File: config.mk
export PLATFORM = sky130hd
export DESIGN_NAME = object_bbox_tracker
export DESIGN_NICKNAME = d
export VERILOG_FILES = /design/src/rtl/object_bbox_tracker.sv
export SDC_FILE = /design/constraint.sdc
export NUM_CORES = 1
export LEC_CHECK = 0
export CORE_UTILIZATION = 30
export CTS_CLUSTER_DIAMETER = 150
export CTS_CLUSTER_SIZE = 24
export DETAILED_ROUTE_END_ITERATION = 7
export MAX_ROUTING_LAYER = met4
export PLACE_DENSITY = 0.59
export SKIP_LAST_GASP = 1
export SLEW_MARGIN = 20
export SYNTH_ARGS = -nofsm -noshare
export SYNTH_HDL_FRONTEND = slang
export SYNTH_SLANG_ARGS = --single-unit
File: constraint.sdc
create_clock -name i_clk -period 2.47 [get_ports i_clk]
set_input_delay 0.3705 -clock i_clk [delete_from_list [all_inputs] [get_ports i_clk]]
set_output_delay 0.3705 -clock i_clk [all_outputs]
set_load 0.01 [all_outputs]
File: src/rtl/object_bbox_tracker.sv
// Per-frame bounding boxes of a red marker (obj 0) and a blue marker (obj 1).
// Optional BBOX_SMOOTH_EN averages each new edge with the previous found box.
module object_bbox_tracker #(
  parameter int         H_ACTIVE   = 800,
  parameter int         V_ACTIVE   = 600,
  parameter logic [7:0] TH_HI      = 8'd160,
  parameter logic [7:0] TH_LO      = 8'd96,
  parameter int         MIN_PIXELS = 64
) (
  input  logic             i_clk,
  input  logic             i_rst_n,
  input  logic             i_valid,
  input  logic [10:0]      x,
  input  logic [10:0]      y,
  input  logic [2:0][7:0]  i_rgb,
  input  logic             i_frame_end,
  output logic [1:0][10:0] left,
  output logic [1:0][10:0] right,
  output logic [1:0][10:0] up,
  output logic [1:0][10:0] down,
  output logic [1:0]       o_found,
  output logic             predict_valid
);

  typedef enum logic [1:0] {ACCUM, COMMIT, PUBLISH} state_t;

  localparam logic [19:0] MINC = 20'(MIN_PIXELS);

  state_t r_state, w_next;

  logic [1:0][10:0] r_min_x, r_max_x, r_min_y, r_max_y;
  logic [1:0][19:0] r_cnt;
  logic [1:0][10:0] w_l, w_r, w_u, w_d;
  logic [1:0]       w_hit, w_ok;
  logic             w_in;

  assign w_in = ({1'b0, x} < 12'(H_ACTIVE)) &
                ({1'b0, y} < 12'(V_ACTIVE));

  assign w_hit[0] = i_valid & w_in & (i_rgb[0] >= TH_HI) &
                    (i_rgb[1] < TH_LO) & (i_rgb[2] < TH_LO);
  assign w_hit[1] = i_valid & w_in & (i_rgb[2] >= TH_HI) &
                    (i_rgb[0] < TH_LO) & (i_rgb[1] < TH_LO);

  assign w_ok[0] = r_cnt[0] >= MINC;
  assign w_ok[1] = r_cnt[1] >= MINC;

  always_ff @(posedge i_clk or negedge i_rst_n) begin
    if (!i_rst_n) r_state <= ACCUM;
    else          r_state <= w_next;
  end

  always_comb begin
    w_next        = r_state;
    predict_valid = 1'b0;
    unique case (r_state)
      ACCUM:   if (i_frame_end) w_next = COMMIT;
      COMMIT:  w_next = PUBLISH;
      PUBLISH: begin
        w_next        = ACCUM;
        predict_valid = 1'b1;
      end
      default: w_next = ACCUM;
    endcase
  end

`ifdef BBOX_SMOOTH_EN
  function automatic logic [10:0] f_avg(input logic [10:0] a,
                                        input logic [10:0] b);
    logic [11:0] s;
    s = {1'b0, a} + {1'b0, b} + 12'd1;
    return s[11:1];
  endfunction

  // Average only when the previous committed box was a real detection.
  always_comb begin
    for (int i = 0; i < 2; i++) begin
      w_l[i] = o_found[i] ? f_avg(left[i],  r_min_x[i]) : r_min_x[i];
      w_r[i] = o_found[i] ? f_avg(right[i], r_max_x[i]) : r_max_x[i];
      w_u[i] = o_found[i] ? f_avg(up[i],    r_min_y[i]) : r_min_y[i];
      w_d[i] = o_found[i] ? f_avg(down[i],  r_max_y[i]) : r_max_y[i];
    end
  end
`else
  assign w_l = r_min_x;
  assign w_r = r_max_x;
  assign w_u = r_min_y;
  assign w_d = r_max_y;
`endif

  always_ff @(posedge i_clk or negedge i_rst_n) begin
    if (!i_rst_n) begin
      for (int i = 0; i < 2; i++) begin
        r_min_x[i] <= 11'h7ff;
        r_max_x[i] <= 11'h000;
        r_min_y[i] <= 11'h7ff;
        r_max_y[i] <= 11'h000;
        r_cnt[i]   <= 20'd0;
      end
    end else if (r_state == ACCUM) begin
      for (int i = 0; i < 2; i++) begin
        if (w_hit[i]) begin
          if (x < r_min_x[i]) r_min_x[i] <= x;
          if (x > r_max_x[i]) r_max_x[i] <= x;
          if (y < r_min_y[i]) r_min_y[i] <= y;
          if (y > r_max_y[i]) r_max_y[i] <= y;
          if (r_cnt[i] != 20'hfffff) r_cnt[i] <= r_cnt[i] + 20'd1;
        end
      end
    end else if (r_state == PUBLISH) begin
      for (int i = 0; i < 2; i++) begin
        r_min_x[i] <= 11'h7ff;
        r_max_x[i] <= 11'h000;
        r_min_y[i] <= 11'h7ff;
        r_max_y[i] <= 11'h000;
        r_cnt[i]   <= 20'd0;
      end
    end
  end

  always_ff @(posedge i_clk or negedge i_rst_n) begin
    if (!i_rst_n) begin
      left    <= '0;
      right   <= '0;
      up      <= '0;
      down    <= '0;
      o_found <= 2'b00;
    end else if (r_state == COMMIT) begin
      for (int i = 0; i < 2; i++) begin
        o_found[i] <= w_ok[i];
        if (w_ok[i]) begin
          left[i]  <= w_l[i];
          right[i] <= w_r[i];
          up[i]    <= w_u[i];
          down[i]  <= w_d[i];
        end
      end
    end
  end

endmodule
==> results of run 1 <==
-- layer usage --
layer | vias up | track usage | routed length [um]
met5 | - | - | 0
met4 | 0 | 0.0330 | 435
met3 | 31 | 0.0201 | 1180
met2 | 161 | 0.262 | 14000
met1 | 4368 | 0.225 | 14600
li1 | 4356 | - | -
-- final cells by class --
| cell class | instances | area share |
|---|---|---|
| inverter | 95 | 0.0250 |
| clock buffer | 19 | 0.0244 |
| tap | 504 | 0.0442 |
| timing repair buffer | 227 | 0.149 |
| multi-input combinational | 751 | 0.366 |
| clock inverter | 1 | 0.00140 |
| sequential | 220 | 0.390 |
-- stage by stage --
stage	power, mW	area, sq um
2_1_floorplan	6.34	11300
3_3_place_gp	7.76	13900
3_5_place_dp	7.87	13900
4_1_cts	10.2	14200
5_1_grt	10.7	14300
6_report	10.1	14300
-- cells in the mapped netlist (all sizes together) (12+ instances only) --
cell type	number
dfrtp	176
o21ai	141
nand2	134
inv	95
ha	88
mux2	47
dfstp	44
nor2	41
a21oi	40
o22a	39
nand3	35
clkbuf	29
nand4	29
and2	21
and3	12
-- cells by family (layout without fill, tap and decap cells) --
family	after synthesis	after routing	synth area share
compound gates	290	290	0.164
fa+ha+maj	88	88	0.0974
buf+inv	134	342	0.0484
flops	220	220	0.492
mux	49	49	0.0542
simple gates	323	324	0.145
-- worst register-to-register path, delay by kind of cell (launching register included) --
family | cells | cell delay [ns]
compound gates | 3 | 0.48
flops | 1 | 0.40
simple gates | 2 | 0.38
buf+inv | 2 | 0.32
mux | 1 | 0.32
fa+ha+maj | 1 | 0.28
-- worst min-delay path by stage --
stage,start,to
3_5_place_dp,i_rst_n,left[19]$_DFFE_PN0P_
6_report,i_rst_n,left[19]$_DFFE_PN0P_
3_3_place_gp,i_rst_n,left[19]$_DFFE_PN0P_
4_1_cts,i_rst_n,left[19]$_DFFE_PN0P_
5_1_grt,i_rst_n,left[20]$_DFFE_PN0P_
2_1_floorplan,i_rst_n,down[0]$_DFFE_PN0P_
-- timing repair --
item / in CTS / in global routing
hold endpoints to repair: 49 / 0
cloned: 0 / 1
gates resized for setup: 1 / 6
hold buffers: 1 / 0
endpoints found under the setup margin: 1 / 47
pin swaps: 0 / 2
-- flip-flops by register name, summed over array words and instances (netlist names) --
signal,flops
o_found,2
down,22
r_state,2
r_max_y,22
r_min_y,22
right,22
up,22
r_max_x,22
left,22
r_cnt,40
r_min_x,22
-- where the power goes --
group          leakage [nW]  switching [mW]  total, mW  internal, mW
clock network         0.177            1.26       2.27          1.01
logic                  3.57            1.57       3.13          1.56
registers              2.80           0.400       4.67          4.27
==> impl_metrics.ini, run 1 <==
[run_status]
outcome = finished clean

[synthesis]
yosysTopAreaCellShare = 0.390
ys_seq_elements = 220
synthesis.area_sq_um = 11300
synth_top_cell_by_area = dfrtp_1
synth_edf_count = 0
syn_area_per_cell_sq_um = 10.2
synthCells = 1104
synthTopCellsByArea = dfrtp_1 39%, dfstp_2 10%, ha_1 9.7%
syn-num-nets = 1242
async_reset_ff_frac = 1.00
ys_seq_area_frac = 0.492
synth.distinct_cells = 67
synth_warnings = 0
synth_flop_cell = dfrtp_1

[worst_setup_path]
path_depth = 7
cp-end-kind = flop
critPathBufInv = 1
startpoint = x[10]
critPathLaunchType = primary input
rrSetupSlack_ns = 0.19
cp.arrival_ns = 2.78
crit_family = simple AND/OR/NAND/NOR gates
crit_chain = clkdlybuf4s50_1 -> nor4b_4 -> nand3_4 -> or3_4 -> a21oi_2 -> and3_4 -> mux2_2
rr_endpoint = r_max_x[16]$_DFFE_PN0P_
cp_slowest_stage_delay_ns = 0.53
r2r_cells = 9
path_max_fanout = 11
rr_startpoint = r_max_x[13]$_DFFE_PN0P_
crit_slowest_cell = clkdlybuf4s50_1
cp.required_ns = 2.84
setup.worst_path.class = primary input to flop
endpoint = r_max_x[3]$_DFFE_PN0P_

[layout]
area_growth_pct = 26.2
final_cell_mix = 175 x dfrtp_1, 140 x o21ai_0, 132 x nand2_1
fin_util = 0.387
fillCellCount = 3620
multi_input_area_sq_um = 5230
diodes = 0
layout.cells.non_filler = 1817
final_common_cell = dfrtp_1
seq_area_sq_um = 5560
fin_nets = 1446
layout-drive-gt1-share = 0.166

[sta]
hold_ws_ns = 0.423
maxSlewViolCount = 0
post-route-period-util = 0.975
skew_ns = 0.0284
min_period_ns = 2.41
setup_violations = 0
tns_ns = 0
tightest_slew_ns = 0.552
worst_slack_ns = 0.0624
hold_viol = 0
max_freq_mhz = 415
grt_setup_unrepaired = false
slew_headroom = 0.632

[floorplanning]
initial_core_util = 0.307
pin_count = 141
core_area_sq_um = 36900
die_h_um = 196
fp.dieArea_sq_um = 38500
die_w_um = 196
std_cell_rows = 70

[drt]
first_pass_iters = 4
drc = 0
wl_um = 30200
ant_nets = 0
vias = 8916
viasPerCell = 4.91
drt_iter0_markers = 574
wire_per_inst_um = 16.6

[clock_network]
cts.htree.levels = 1
cts_buffers = 13
cts_setup_buffers = 0
tritoncts = done
insertion_delay_ns = 0.48
cts_max_path_buffers = 3
root_buffer = clkbuf_16
clk_pin_slew_ns = 0.10
cts_sinks = 220

[run]
maxCapViolCount = 0

[global_route]
grt_max_degree = 68
grt_pass1_vias = 8832
grt_pass1_wl_um = 49100
antenna_found_initial = 0
grt_use_total = 0.164
grt.overflow.total = 0

[power]
p_leak_nw = 6.55
power_density_nw_per_um2 = 705
ir_worst_vdd_mv = 0.325

[worst_hold_path]
hold_path.class = primary input to asynchronous set/reset pin

[placed_design]
gp_congestion = 0.874
hpwl_um = 23200
placed_cells = 1795
numPortBuffers = 125
place_ws_ns = -0.494
(Power assumes the default switching activity.)
==> run 2: changes to the inputs <==
--- a/config.mk
+++ b/config.mk
@@ -5,9 +5,10 @@
 export SDC_FILE = /design/constraint.sdc
 export NUM_CORES = 1
 export LEC_CHECK = 0
+export CORE_ASPECT_RATIO = 0.8
 export CORE_UTILIZATION = 30
 export CTS_CLUSTER_DIAMETER = 150
-export CTS_CLUSTER_SIZE = 24
+export CTS_CLUSTER_SIZE = 12
 export DETAILED_ROUTE_END_ITERATION = 7
 export MAX_ROUTING_LAYER = met4
 export PLACE_DENSITY = 0.59
==> run 2 against run 1 <==
Against the previous run: flip-flop and latch count is the same; clock skew decreased by 0.0088 ns; total power increased by 9.4%; largest cell class unchanged; clock-buffer cell count is 20 higher; critical path type unchanged; worst setup slack worse by 0.032 ns; clock power up 40%; register-to-register slack better by 0.02 ns; routed wire length is 3.5% higher; via count grew 0.86%; design area increased by 0.91%.
==> impl_metrics.ini, run 2 (synthesis results as in run 1) <==
[placed_design]
hpwl_um = 23200
numPortBuffers = 125
gp_congestion = 0.872

[sta]
setup_violations = 0
max_freq_mhz = 410
hold_viol = 0
tightest_slew_ns = 0.491
post-route-period-util = 0.988
tns_ns = 0
min_period_ns = 2.44
slew_headroom = 0.673
grt_setup_unrepaired = false
skew_ns = 0.0196
maxSlewViolCount = 0

[power]
ir_worst_vdd_mv = 0.609
p_leak_nw = 6.61
power_density_nw_per_um2 = 764

[run]
maxCapViolCount = 0

[layout]
fillCellCount = 3701
largest_reg_flops = 40
fin_util = 0.388
top_register = r_cnt
final_cell_mix = 176 x dfrtp_1, 141 x o21ai_0, 132 x nand2_1
fin_nets = 1441
area_growth_pct = 27.4
diodes = 0
layout-drive-gt1-share = 0.162
final_common_cell = dfrtp_1

[worst_setup_path]
cp.arrival_ns = 2.85
critPathLaunchType = primary input
rr_startpoint = r_max_x[13]$_DFFE_PN0P_
path_max_fanout = 11
setup.worst_path.class = primary input to flop
cp-end-kind = flop
cp.required_ns = 2.88
rrSetupSlack_ns = 0.21
rr_endpoint = r_max_x[16]$_DFFE_PN0P_
r2r_cells = 9

[clock_network]
insertion_delay_ns = 0.53
tritoncts = done
cts_setup_buffers = 0
cts.htree.levels = 1
root_buffer = clkbuf_16
cts_buffers = 22
clk_pin_slew_ns = 0.07
cts_max_path_buffers = 3
cts_sinks = 220

[global_route]
grt_pass1_vias = 8868
grt_use_total = 0.170
antenna_found_initial = 0
grt.overflow.total = 0
grt_pass1_wl_um = 50000
grt_max_degree = 85

[floorplanning]
initial_core_util = 0.305
die_h_um = 176
pin_count = 141
std_cell_rows = 63
fp.dieArea_sq_um = 38500
die_w_um = 219
core_area_sq_um = 37100

[drt]
first_pass_iters = 6
ant_nets = 0
drc = 0
vias = 8993
viasPerCell = 4.98
wl_um = 31300
wire_per_inst_um = 17.3
drt_iter0_markers = 792

[worst_hold_path]
hold_path.class = primary input to asynchronous set/reset pin

[run_status]
outcome = finished clean
## run 2: cell count changes in the layout (fill, tap and decap cells not counted), moves of 2 or more
cell / delta
buf_12: -2
buf_4: -12
clkbuf_1: +10
clkbuf_16: +10
## run 2: worst max path at each step
stage                      from                     end  slack [ns]  cells past startpoint
after detailed placement  x[10]  r_max_x[3]$_DFFE_PN0P_       -0.52                      7
after global placement    x[10]  r_max_x[3]$_DFFE_PN0P_       -0.48                      7
after global routing       x[5]  r_max_x[3]$_DFFE_PN0P_       0.007                      7
after CTS                 x[10]  r_max_y[0]$_DFFE_PN0P_        0.03                      7
final                      x[5]  r_max_x[3]$_DFFE_PN0P_        0.03                      7
after floorplan           x[10]  r_max_y[8]$_DFFE_PN0P_        0.26                      7
## run 2: timing repair
item                                   4_1_cts  5_1_grt
gates cloned                                 0        0
hold buffers                                 1        0
endpoints found under the hold margin       40        0
pin swaps                                    0        2
setup endpoints to repair                    1       20
gates resized for setup                      1        5
## run 2: critical path: stages
cell and delay [ns]:
clkdlybuf4s50_1 0.46, o311ai_4 0.46, nand3_4 0.11, or3_4 0.41
a21oi_2 0.30, and3_4 0.38, mux2_2 0.36
## run 2: final cells by class
type,instances,area (sq um),area share
repair buffers,214,2010,0.140
flip-flops and latches,220,5560,0.386
clock buffers,39,636,0.0441
inverters,95,357,0.0248
clock inverters,1,8.76,0.000608
multi-input cells,750,5220,0.362
well taps,487,609,0.0423
## run 2: through the flow
step	cells	instance area (sq um)	setup WS, ns	total power, mW	hold slack [ns]
floorplan	1104	11300	0.258	6.34	0.0749
global placement	1765	13700	-0.476	7.78	0.351
detailed placement	1765	13700	-0.525	7.87	0.355
CTS	1806	14400	0.0278	11.1	0.393
global route	1806	14400	0.00746	11.7	0.410
finish	1806	14400	0.0300	11.0	0.383
## run 2: power breakdown
part	leakage, nW	switching, mW	internal, mW	total (mW)
clock network	0.307	1.44	1.74	3.18
logic	3.50	1.58	1.54	3.11
registers	2.80	0.438	4.28	4.71
## run 2: layer usage
layer | part of all wire | global-route usage | up-vias
met1 | 0.48 | 0.238 | 4377
met4 | 0.028 | 0.0495 | 0
met5 | 0 | - | -
met2 | 0.44 | 0.254 | 218
li1 | - | - | 4353
met3 | 0.044 | 0.0237 | 45
==> run 3: changes to the inputs <==
--- a/config.mk
+++ b/config.mk
@@ -5,13 +5,16 @@
 export SDC_FILE = /design/constraint.sdc
 export NUM_CORES = 1
 export LEC_CHECK = 0
+export CELL_PAD_IN_SITES_DETAIL_PLACEMENT = 2
+export CELL_PAD_IN_SITES_GLOBAL_PLACEMENT = 2
 export CORE_ASPECT_RATIO = 0.8
 export CORE_UTILIZATION = 30
 export CTS_CLUSTER_DIAMETER = 150
 export CTS_CLUSTER_SIZE = 12
 export DETAILED_ROUTE_END_ITERATION = 7
+export GPL_TIMING_DRIVEN = 0
 export MAX_ROUTING_LAYER = met4
-export PLACE_DENSITY = 0.59
+export PLACE_DENSITY = 0.8
 export SKIP_LAST_GASP = 1
 export SLEW_MARGIN = 20
 export SYNTH_ARGS = -nofsm -noshare
==> run 3 against run 2 <==
Against the previous run: register-to-register slack got worse by 0.19 ns; sequential share of layout area rose by 0.86 points; worst hold slack worse by 0.078 ns; fmax down 1.1%; worst setup slack got worse by 0.026 ns; largest power group unchanged.
==> impl_metrics.ini, run 3 (synthesis results as in run 1) <==
[worst_setup_path]
r2r_cells = 5
setup.worst_path.class = flop to primary output
rr_endpoint = r_min_y[8]$_DFFE_PN1P_
crit_family = buffers and inverters
critPathBufInv = 3
crit_chain = buf_2 -> nand2b_1 -> inv_1 -> clkdlybuf4s50_1
crit_slowest_cell = clkdlybuf4s50_1
rrSetupSlack_ns = 0.02
cp_slowest_stage_delay_ns = 0.58
path_max_fanout = 10
cp.arrival_ns = 2.10
critPathLaunchType = flop
cp-end-kind = primary output
cp.required_ns = 2.10
rr_startpoint = r_state[0]$_DFFE_PN0P_

[drt]
viasPerCell = 5.32
first_pass_iters = 4
wl_um = 39800
drt_iter0_markers = 485
drc = 0
wire_per_inst_um = 22.5
vias = 9410
ant_nets = 0

[global_route]
grt_pass1_vias = 10500
grt.overflow.total = 0
grt_use_total = 0.218
antenna_found_initial = 0
grt_max_degree = 83
grt_pass1_wl_um = 62300

[layout]
fillCellCount = 3968
fin_util = 0.379
seq_area_sq_um = 5560
diodes = 0
layout.cells.non_filler = 1768
design_area_sq_um = 14100
final_common_cell = dfrtp_1
largest_reg_flops = 40
top_register = r_cnt
area_growth_pct = 24.6
layout-drive-gt1-share = 0.132
fin_nets = 1403
final_cell_mix = 176 x dfrtp_1, 140 x o21ai_0, 132 x nand2_1
multi_input_area_sq_um = 5290

[floorplanning]
initial_core_util = 0.305
std_cell_rows = 63
pin_count = 141
fp.dieArea_sq_um = 38500
die_h_um = 176
die_w_um = 219
core_area_sq_um = 37100

[sta]
maxSlewViolCount = 0
hold_viol = 0
tightest_slew_ns = 0.857
min_period_ns = 2.47
skew_ns = 0.0202
setup_violations = 0
slew_headroom = 0.429
max_freq_mhz = 405
post-route-period-util = 0.998
grt_setup_unrepaired = true

[run]
maxCapViolCount = 0

[worst_hold_path]
hold-path-endpoint = r_min_y[13]$_DFFE_PN1P_
hold_depth = 2
hold_path.class = primary input to flop
min_from = y[2]

[placed_design]
placed_cells = 1718
gp_congestion = 0.828
hpwl_um = 28800
numPortBuffers = 125
dpl_cell_area_sq_um = 13200

[clock_network]
root_buffer = clkbuf_16
insertion_delay_ns = 0.54
cts_max_path_buffers = 3
cts_buffers = 22
clk_pin_slew_ns = 0.07
cts_sinks = 220
cts.htree.levels = 1
tritoncts = done

[power]
power_density_nw_per_um2 = 797
p_leak_nw = 6.43
ir_worst_vdd_mv = 0.536

[run_status]
outcome = finished clean
-- run 3: cell count changes in the layout (fill, tap and decap cells not counted), sizes merged --
cell | before | now
dlymetal6s2s | 1 | 3
dlygate4sd2 | 0 | 12
clkdlybuf4s50 | 123 | 107
buf | 89 | 21
clkbuf | 39 | 71
-- run 3: how the worst max path moves through the flow --
stage,slack [ns],depth (start not counted),to,start
6_report,0.004,4,predict_valid,r_state[1]$_DFFE_PN0P_
2_1_floorplan,0.26,7,r_max_y[8]$_DFFE_PN0P_,x[10]
3_3_place_gp,-8.69,1,right[7]$_DFFE_PN0P_,i_rst_n
3_5_place_dp,-1.05,8,r_max_y[15]$_DFFE_PN0P_,x[7]
4_1_cts,0.0004,4,predict_valid,r_state[1]$_DFFE_PN0P_
5_1_grt,-0.1,5,r_cnt[17]$_DFFE_PN0P_,r_state[0]$_DFFE_PN0P_
-- run 3: area by class of cell --
cell class,count,area share
repair buffers,137,0.0991
inverters,95,0.0255
well taps,487,0.0433
multi-input cells,750,0.375
flip-flops and latches,220,0.395
clock buffers,39,0.0451
clock inverters,1,0.000622
plain buffers,39,0.0164
-- run 3: metrics by stage --
| stage | hold slack [ns] | power [mW] | setup TNS, ns | setup slack, ns |
|---|---|---|---|---|
| floorplan | 0.0749 | 6.34 | 0 | 0.258 |
| global placement | 0.448 | 7.69 | -1901.05 | -8.69 |
| detailed placement | 0.399 | 7.97 | -147.23 | -1.05 |
| CTS | 0.376 | 11.4 | 0 | 0.000419 |
| global route | 0.319 | 11.9 | -1.84 | -0.0989 |
| finish | 0.305 | 11.2 | 0 | 0.00372 |
-- run 3: power breakdown --
part | total [mW] | switching [mW] | internal [mW]
registers | 4.74 | 0.468 | 4.28
clock network | 3.25 | 1.51 | 1.74
logic | 3.23 | 1.73 | 1.49
-- run 3: what timing repair did --
action,CTS,global route
gates resized for setup,41,28
cloned,0,0
setup endpoints to repair,211,160
hold buffers,1,0
pin swaps,4,1
setup buffers,8,1
hold endpoints to repair,57,0
-- run 3: metal layers --
| metal | vias to the layer above | global-route usage | wire [um] |
|---|---|---|---|
| li1 | 4267 | - | - |
| met1 | 4870 | 0.278 | 18100 |
| met2 | 195 | 0.351 | 18900 |
| met3 | 78 | 0.0306 | 1410 |
| met4 | 0 | 0.0828 | 1480 |
| met5 | - | - | 0 |
==> RTL change (config.mk and constraints of run 3) <==
Reset style: synchronous (`i_rst_n`), changed in 3 clocked blocks.
--- a/src/rtl/object_bbox_tracker.sv
+++ b/src/rtl/object_bbox_tracker.sv
@@ -46,5 +46,5 @@
   assign w_ok[1] = r_cnt[1] >= MINC;
 
-  always_ff @(posedge i_clk or negedge i_rst_n) begin
+  always_ff @(posedge i_clk) begin
     if (!i_rst_n) r_state <= ACCUM;
     else          r_state <= w_next;
@@ -89,5 +89,5 @@
 `endif
 
-  always_ff @(posedge i_clk or negedge i_rst_n) begin
+  always_ff @(posedge i_clk) begin
     if (!i_rst_n) begin
       for (int i = 0; i < 2; i++) begin
@@ -119,5 +119,5 @@
   end
 
-  always_ff @(posedge i_clk or negedge i_rst_n) begin
+  always_ff @(posedge i_clk) begin
     if (!i_rst_n) begin
       left    <= '0;
Function: differs if i_rst_n is asserted again (counterexample within 4 cycles, from zero or initial values and one cycle with i_rst_n low); with i_rst_n held inactive, the same outputs for 10 cycles.
==> RTL change against run 3 <==
  * Utilization rose by 0.20 points
  * Sequential cell count unchanged
  * Area after synthesis down 2.9%
  * Critical endpoint is now r_min_y[9]
  * Routed wire length increased by 1.4%
  * Worst setup slack better by 51 ps
  * Final area down 2.5%
  * Highest routed layer unchanged
Power is not compared: it rests on default switching activity, and its combinational part moved more than twofold at a synthesized area within 25%.
==> RTL change: results (changes against run 3) <==
Drt
The routed wire length on met2 is 18.7 mm (was 18.9 mm). The number of design-rule violations left by the first detailed-router iteration was 482 (was 485). The detailed-route DRC error count came to 0 (unchanged). The met3 wire length is 1.35 mm (was 1.41 mm).

The routed length on met1 is 19.4 mm (was 18.1 mm). The wire length after detailed routing is 40.4 mm (was 39.8 mm). The detailed-route vias per instance is 5.19 (was 5.32).

Placement
The placed standard-cell area is 0.0128 mm2 (was 0.0132 mm2). The final HPWL from detailed placement is 30.1 mm (was 28.8 mm). The weighted congestion at the end of routability-driven global placement is 0.819 (was 0.828). The worst slack after detailed placement is -1560 ps (was -1050 ps). The count of buffers inserted at the top-level ports is 125 (unchanged).

STA
The actual transition at the worst max-transition pin came to 738 ps (was 857 ps). The final setup skew is 13.7 ps (was 20.2 ps).

Clocking
The post-cts sizing count came to 49 (was 41). The clock transition at the registers of the reported paths is 60 ps. The source-to-sink clock delay at the later pin of the worst-skew pair is 520 ps (was 540 ps). The post-CTS repair timing setup buffer count is 9 (was 8).

Cells and area
The antenna diode count is 0 (unchanged). The number of nets in the layout is 1,556 (was 1,403). The flip-flop count of the largest register after layout is 40 (unchanged).

The ratio of cells with drive above 1 in the final layout is 0.0705 (was 0.132).

GRT
The wire length of the first global-routing pass is 62.4 mm (was 62.3 mm). The met1 demand-to-capacity share in global routing was 0.289 (was 0.278). The maximum number of pins on one net before global-route repair is 13 (was 83). The via count of the first global-routing pass is 10,814 (was 10,462). The met2 usage in global routing is 0.356 (was 0.351). The total track usage was 0.219 (was 0.218). The met3 usage is 0.0280 (was 0.0306).

Synthesis
The top-area cell type share of the netlist area came to 0.401 (was 0.390). The fraction of registers with async set/reset is 0 (was 1.00). The distinct cell type count of the synthesized netlist came to 64 (was 67). Top cells by area in the synthesized netlist: dfxtp_1 40%, ha_1 10%, nor2b_1 7.8%, a21oi_1 5.6%, mux2i_1 5.5% (was dfrtp_1 39%, dfstp_2 10%, ha_1 9.7%, o21ai_0 6.2%, nand2_1 4.4%). The synthesized netlist net count was 1,393 (was 1,242). The part of the Yosys area used for sequential elements was 0.401 (was 0.492). Leading cell types by count after synthesis: 220 x dfxtp_1, 136 x nor2b_1, 122 x a21oi_1, 114 x nor2_1, 97 x inv_1 (was 176 x dfrtp_1, 141 x o21ai_0, 134 x nand2_1, 94 x inv_1, 88 x ha_1). The main flop type after synthesis was dfxtp_1 (was dfrtp_1). The yosys synthesis warning count was 0 (unchanged).

Hold path
The type of the tightest min-delay check is input pin to register (unchanged).

Worst setup path
The critical path arrival is 2860 ps (was 2100 ps). The critical-path maximum fanout came to 10 (unchanged).

Status
Status: finished clean (unchanged).
==> RTL change: stage by stage <==
step                      std cells  hold WS [ps]  utilization  setup TNS, ps
after global placement         1860           420        0.356        -175580
after CTS                      1893           432        0.377          -3.20
after detailed placement       1860           422        0.357        -171230
final                          1898           333        0.381              0
after floorplan                1255           410            -              0
after global routing           1898           360        0.381           -207
==> RTL change: worst paths after layout <==
| kind | from | slack, ps | depth (start not counted) | to |
|---|---|---|---|---|
| setup / recovery | y[9] | 50 | 8 | r_min_y[9] |
| hold / removal | x[7] | 330 | 2 | r_max_x[7] |
| setup reg to reg | r_cnt[27] | 60 | 7 | up[18] |
| hold reg to reg | r_max_y[21] | 430 | 2 | r_max_y[21] |
==> RTL change: cells by family after synthesis <==
group           count (synthesis)  synth area share
buf+inv                       157            0.0553
simple gates                  463             0.228
flops                         220             0.401
compound gates                251             0.147
mux                            60            0.0547
fa+ha+maj                      88             0.100
xor+xnor                       16            0.0128
==> RTL change: power by group through the flow <==
stage	Combinational, mW	Sequential (mW)	Clock [mW]
after global placement	0.619	3.67	0
after detailed placement	0.651	3.67	0
after CTS	0.667	3.59	3.13
after global routing	0.742	3.60	3.26
final	0.685	3.59	3.06
after floorplan	0.356	3.67	0
==> RTL change: layout make-up <==
type	instances	area [um2]
repair buffers	141	1380
clock buffers	23	576
fillers	4023	22300
clock inverters	1	8.76
inverters	97	364
flip-flops and latches	220	4410
well taps	480	601
multi-input cells	878	6120
plain buffers	58	268
==> RTL change: critical path: stages <==
cell             delay, ps
clkdlybuf4s50_1        830
a21boi_4               470
nor3_4                 100
buf_12                 170
nor2_1                 260
or2_2                  190
buf_4                  230
mux2i_1                210
